<file path="src/rtl/sevenseg_capture.sv">
// Readback monitor for a multiplexed active-low 7-segment display: waits for each
// digit's pattern to settle, decodes it back to a hex nibble and hands out full frames.
module sevenseg_capture #(
    parameter int NDIG       = 4,
    parameter int STABLE_CYC = 4
) (
    input  logic              clk,
    input  logic              reset,
    input  logic [6:0]        seg_in,
    input  logic [NDIG-1:0]   dig_in,
    output logic              out_valid,
    input  logic              out_ready,
    output logic [4*NDIG-1:0] out_value,
    output logic              bad_pat,
    output logic              overrun
);

    localparam int CW   = $clog2(STABLE_CYC + 1);
    localparam int IDXW = (NDIG > 1) ? $clog2(NDIG) : 1;
    localparam int ZW   = $clog2(NDIG + 1);

    logic [6:0]        r_seg, p_seg;
    logic [NDIG-1:0]   r_dig, p_dig;
    logic [CW-1:0]     cnt;
    logic [NDIG-1:0]   got;
    logic [4*NDIG-1:0] nib;

    logic              sample_evt;
    logic              frame_done;
    logic              dec_ok;
    logic [3:0]        dec_nib;
    logic [ZW-1:0]     zero_cnt;
    logic [IDXW-1:0]   zero_idx;
    logic              one_digit;

    // Inverse of the display decoder; anything off-table is flagged as a bad pattern.
    always_comb begin
        dec_ok  = 1'b1;
        dec_nib = 4'h0;
        case (r_seg)
            7'h40: dec_nib = 4'h0;
            7'h79: dec_nib = 4'h1;
            7'h24: dec_nib = 4'h2;
            7'h30: dec_nib = 4'h3;
            7'h19: dec_nib = 4'h4;
            7'h12: dec_nib = 4'h5;
            7'h02: dec_nib = 4'h6;
            7'h58: dec_nib = 4'h7;
            7'h00: dec_nib = 4'h8;
            7'h10: dec_nib = 4'h9;
            7'h08: dec_nib = 4'hA;
            7'h03: dec_nib = 4'hB;
            7'h46: dec_nib = 4'hC;
            7'h21: dec_nib = 4'hD;
            7'h06: dec_nib = 4'hE;
            7'h0E: dec_nib = 4'hF;
            default: dec_ok = 1'b0;
        endcase
    end

    always_comb begin
        zero_cnt = '0;
        zero_idx = '0;
        for (int k = 0; k < NDIG; k++) begin
            if (!r_dig[k]) begin
                zero_cnt = zero_cnt + ZW'(1);
                zero_idx = k[IDXW-1:0];
            end
        end
    end

    assign one_digit  = (zero_cnt == ZW'(1));
    // Fires once per dwell: the registered value has now been identical STABLE_CYC cycles.
    assign sample_evt = (r_seg == p_seg) && (r_dig == p_dig) && (cnt == CW'(STABLE_CYC - 2));
    assign frame_done = &got;

    always_ff @(posedge clk) begin
        if (reset) begin
            r_seg     <= '0;
            r_dig     <= '0;
            p_seg     <= '0;
            p_dig     <= '0;
            cnt       <= '0;
            got       <= '0;
            nib       <= '0;
            out_valid <= 1'b0;
            out_value <= '0;
            bad_pat   <= 1'b0;
            overrun   <= 1'b0;
        end else begin
            r_seg   <= seg_in;
            r_dig   <= dig_in;
            p_seg   <= r_seg;
            p_dig   <= r_dig;
            bad_pat <= 1'b0;

            if ((r_seg != p_seg) || (r_dig != p_dig))
                cnt <= '0;
            else if (cnt != CW'(STABLE_CYC))
                cnt <= cnt + CW'(1);

            if (frame_done)
                got <= '0;

            // A sample in the completion cycle belongs to the next frame, so it wins over the clear.
            if (sample_evt && one_digit) begin
                got[zero_idx] <= dec_ok;
                if (dec_ok)
                    nib[4*zero_idx +: 4] <= dec_nib;
                else
                    bad_pat <= 1'b1;
            end

            if (frame_done) begin
                if (!out_valid || out_ready) begin
                    out_value <= nib;
                    out_valid <= 1'b1;
                end else begin
                    overrun <= 1'b1;
                end
            end else if (out_valid && out_ready) begin
                out_valid <= 1'b0;
            end
        end
    end

endmodule

</file>
<file path="config.mk">
export PLATFORM = sky130hd
export DESIGN_NAME = sevenseg_capture
export DESIGN_NICKNAME = d
export VERILOG_FILES = /design/src/rtl/sevenseg_capture.sv
export SDC_FILE = /design/constraint.sdc
export NUM_CORES = 1
export LEC_CHECK = 0
export ABC_AREA = 1
export BUFFER_PORTS_ARGS = -buffer_cell sky130_fd_sc_hd__buf_2
export CORE_UTILIZATION = 55
export DETAILED_ROUTE_END_ITERATION = 8
export MAX_ROUTING_LAYER = met4
export PLACE_DENSITY = 0.77
export REMOVE_ABC_BUFFERS = 1
export SLEW_MARGIN = 20
export SYNTH_ARGS = -nofsm -noshare
export SYNTH_HDL_FRONTEND = slang
export SYNTH_SLANG_ARGS = --single-unit
</file>
<file path="constraint.sdc">
create_clock -name clk -period 3.7 [get_ports clk]
set_input_delay 0.74 -clock clk [delete_from_list [all_inputs] [get_ports clk]]
set_output_delay 0.74 -clock clk [all_outputs]
set_load 0.02 [all_outputs]
</file>
Word level (Yosys, flattened, before mapping). Index checks and enable logic that the tools add are counted.

Bits of input ports: 14. RAM bits: 0. Register bits: 64. Logic and storage cells: 83. Memory bits (read-only): 0. Memories: 0. Latch bits: 0. Output and inout port bits: 19.

Add/subtract/negate cells: 5. Muxes and demuxes: 20. Magnitude comparators: 2. Reductions and logical operators: 18. Shifts and indexed selects: 2. Equality and inequality tests: 23. Multipliers: 0. Bitwise logic cells: 2. Divide/modulo/power cells: 0.

Operators by type and width (count): 4-bit case mux with 15 select lines (1); 4-bit negator with 34-bit output (1); 4-bit by 34-bit variable shift with 16-bit output (first input constant) (1); 4-bit by 34-bit indexed part select with 16-bit output (1); 7-bit == test (second input constant) (4); 7-bit by 5-bit == test with 1-bit output (second input constant) (3); 7-bit by 6-bit == test with 1-bit output (second input constant) (3); 16-bit bitwise mux (1); 16-bit OR reduction (1); 7-bit by 2-bit == test with 1-bit output (second input constant) (2); 7-bit by 4-bit == test with 1-bit output (second input constant) (2); 3-bit by 1-bit adder with 3-bit output (second input constant) (4); 4-bit 2-to-1 mux (3); 5-bit AND reduction (2); 3-bit 2-to-1 mux (3); 1-bit 2-to-1 mux (8); 7-bit by 3-bit == test with 1-bit output (second input constant) (1); 7-bit == test (1); 7-bit zero test (1); 7-bit != test (1); 1-bit logical AND (5); 4-bit bitwise mux (1); 4-bit == test (1); 2-bit 2-to-1 mux (2); other kinds (15) (19).

Depth between registers and ports, before layout.
Word-level depth: 11. Gate-level depth with buffers: 18. Mapped depth without buffers: 18.

Worst setup path after synthesis. Ideal clock, no wire load.

Kind: flip-flop to flip-flop. Start: register r_dig[0]. End: register nib[0]. Stages on the path, launching flop included: 17. Setup time: 0.113 ns. Required time: 3.587 ns. Path slack: 1.580 ns. Data arrival time: 2.007 ns. Path through: dfxtp_1 > inv_1 > ha_1 > inv_1 > nand2_1 > nand2_1 > inv_1 > ha_1 > nand3b_1 > nand2_2 > nand2_4 > nor2_8 > nand3_4 > inv_2 > nand2_1 > nand2_1 > nor2_1.

Cells in the longest elaborated chain, start to end: 10. Elaborated cells between the ends (all ways): 13. Those cells by class: add/sub (3); eq/ne (2); mux (4); reduce/logical (4).

Ends and longest elaborated chain: from (decl) (RTL line 23) `logic [NDIG-1:0] r_dig, p_dig;`; from (signal assigned) (RTL line 92) `r_dig <= dig_in;`; 1-bit 2-to-1 mux (RTL line 65) `if (!r_dig[k]) begin`; 3-bit by 1-bit adder with 3-bit output (RTL line 66) `zero_cnt = zero_cnt + ZW'(1);`; 3-bit 2-to-1 mux (RTL line 65); 3-bit by 1-bit adder with 3-bit output (RTL line 66); 3-bit 2-to-1 mux (RTL line 65); 3-bit by 1-bit adder with 3-bit output (RTL line 66); 3-bit 2-to-1 mux (RTL line 65); 3-bit by 1-bit == test with 1-bit output (RTL line 72) `assign one_digit = (zero_cnt == ZW'(1));`; 1-bit logical AND (*) (RTL line 106) `if (sample_evt && one_digit) begin`; 2-bit AND reduction (no line) (*); to (signal, indexed assignment) (RTL line 109) `nib[4*zero_idx +: 4] <= dec_nib;`; to (decl) (RTL line 26) `logic [4*NDIG-1:0] nib;`.

Every way passes the cells marked *; elsewhere a longest branch is shown, timed or not. A chain may end at the register's enable or synchronous reset.

Worst setup path in the final report.
Start: register r_dig[1]. End: register nib[15].

Cells in the longest elaborated chain, start to end: 8. Elaborated cells between the ends (all ways): 18. Those cells by class: add/sub (3); eq/ne (2); shift (2); mux (7); reduce/logical (4).

Ends and longest elaborated chain (RTL line): 3-bit 2-to-1 mux (65); 3-bit by 1-bit adder with 3-bit output (66); 3-bit 2-to-1 mux (65); 3-bit by 1-bit adder with 3-bit output (66); 3-bit 2-to-1 mux (65); 3-bit by 1-bit == test with 1-bit output (72); 1-bit logical AND (106); 2-bit AND reduction (no line).

Several ways; a longest one is shown, not always the timed one.

==> qor.yml <==
cpMostUsedCell: "nand2_1"
fin_crit_ns: 2.47
synth_fa_ha_area_share_pct: 4.72
coreArea_mm2: 0.00554
slew_violations: 0
critPathLaunch: "r_dig[1]"
cp_max_fo: 6
cts-htree-levels: 3
final_nets: 511
crit_type: "flop to flop"
clkLatencyLatePin_ns: 0.35
synth_top_family_by_area: "simple AND/OR/NAND/NOR gates"
r2r_start: "r_dig[1]"
p_leak_nw: 1.76
cts_root_buf: "clkbuf_8"
period_share_pct: 66.6
ys_ff_latch: 64
synth_xor_area_share_pct: 2.48
routedWlPerCell_um: 11.2
drtPass1Iterations: 5
syn_avg_cell_area_um2: 7.03
ys_seq_area_share_pct: 40.2
min-delay-start: "got[3]"
hpwl_um: 4550
place.port_buffers: 32
setup_viol: 0
end_kind: "flop"
worst_pin_slew_ns: 0.728
cts_hold_buf: 0
cts_buffers: 9
totalNegativeSetupSlack_ns: 0
die_w_um: 78.1
ff2ff_path_depth: 16
cts.clk_slew.worst_paths_ns: 0.07
via_per_inst: 4.98
drtAntennaViolNets: 0
cts.sinks: 64
synth_top_cell_area_share_pct: 40.2
postCtsSetupBuffers: 0
drv_cap: 0
ys_types: 31
required_ns: 3.89
fin_worst_skew_ns: 0.0114
critPathLaunchType: "flop"
vias: 2797
netlist_instances: 453
overflow: 0
dieArea_mm2: 0.00610
drc: 0
final_util_pct: 65.1
grt_use_total_pct: 23.7
diodes: 0
yosys.area.top_type: "dfxtp_1"
grt_pass1_wl_um: 11000
ir_drop_mv: 0.271
drive_above_1_share_pct: 17.8
synth_compound_area_share_pct: 7.07
fmax_ghz: 0.406
ys_warn_count: 0
cts.path.max_buffers: 2
outcome: "finished clean"
gp_congestion: 0.883
totalWireLength_um: 6310
hold-path-cell-count: 2
synth_area_mm2: 0.00318
ios: 33
synthTopCellsByArea: "dfxtp_1, nor2_1, nand2_1"
critPathMaxStageDelay_ns: 0.38
syn_to_final_growth_pct: 13.2
relSlewSlack_pct: 51.5
yosys.area_share.simple_pct: 37.2
post_cts_resized: 0
cts_tree: "built"
p_per_area_mw_per_mm2: 419
drt_iter0_markers: 143
crit_arrival_ns: 2.65
grt_setup_unrepaired: "no"
grt_pass1_vias: 2600
die_h_um: 78.1
row_count: 27
hold_viol_final: 0
muxShareOfSynthArea_pct: 0
grt_max_degree: 41
cp_cell_sequence: "inv_1 > ha_1 > inv_1 > nand2_1 > nand2_1 > inv_1 > ha_1 > nand2_1 > nand2_1 > nand2_1 > nor2_1 > nand2_4 > nor2_8 > nand3_1 > nand2_1 > a21oi_1"
initial_core_util_pct: 57.5
antenna_found_initial: 0
crit_path_top_delay_cell: "dfxtp_1"
hold_class: "flop to flop"
[cell type report]
class,instances,area (um^2)
clock buffers,9,124
clock inverters,7,96.3
fillers,511,1940
multi-input cells,322,1640
flip-flops and latches,64,1280
well taps,72,90.1
inverters,55,206
repair buffers,33,168
[flip-flops by register name, summed over array words and instances (netlist names), 3 cells and up]
name / cells
got: 4
nib: 16
r_seg: 7
out_value: 16
r_dig: 4
p_seg: 7
p_dig: 4
cnt: 3
[kinds of logic after synthesis]
logic type,after synthesis
adders and majority gates,12
xor gates and xnor gates,9
and+or+nand+nor,256
buffers and inverters,67
DFF,64
AOI/OAI and AO/OA,45
[Yosys cell counts (all sizes together)]
cell    number
buf          6
nand2       93
dfxtp       64
nor3         4
xor2         2
o21ai       23
nor2       118
a21oi       22
clkbuf       6
and3         1
clkinv       1
xnor2        7
nand3b       1
inv         54
nand3       32
nand4        6
ha          12
nor4         1
[worst max-delay path: cells and delay by family, from the launching register on]
kind,cells,cell delay [ns]
DFF,1,0.38
AOI/OAI and AO/OA,1,0.07
adders and majority gates,2,0.48
buffers and inverters,3,0.23
and+or+nand+nor,10,1.14
[path summary, 6_finish.rpt]
| check | end | slack, ns |
|---|---|---|
| min reg2reg | got[3] | 0.47 |
| max reg2reg | nib[15] | 1.23 |
| max | nib[15] | 1.23 |
| min | got[3] | 0.47 |
[layer usage]
layer | track usage (%) | vias to the layer above | wire length, um
li1 | - | 1474 | -
met1 | 27.7 | 1265 | 2960
met2 | 39.6 | 48 | 3030
met3 | 4.88 | 10 | 220
met4 | 9.81 | 0 | 100
met5 | - | - | 0
[placed cells by master, fill, tap and decap left out, drive strengths merged, types with 4 or more instances in the layout]
cell type / instances
buf: 33
nand2: 93
clkbuf: 9
nor2: 118
xnor2: 7
a21oi: 22
nor3: 4
nand4: 6
inv: 54
o21ai: 23
nand3: 32
dfxtp: 64
ha: 12
[through the flow]
step / hold WS, ns / instance area [um^2] / cells / total power [mW] / setup WS, ns
after CTS: 0.472 / 3600 / 562 / 1.52 / 1.24
after global routing: 0.489 / 3600 / 562 / 1.57 / 1.08
after detailed placement: 0.457 / 3380 / 546 / 0.869 / 1.31
after floorplan: 0.431 / 3130 / 441 / 0.831 / 1.58
final: 0.471 / 3600 / 562 / 1.51 / 1.23
after global placement: 0.445 / 3380 / 546 / 0.864 / 1.47
[power by group]
group          switching (mW)  total (mW)  internal [mW]
Combinational          0.0965       0.142         0.0460
Clock                   0.278       0.656          0.378
Sequential             0.0129       0.713          0.700
Note: power is estimated with default switching activity, not from simulation.
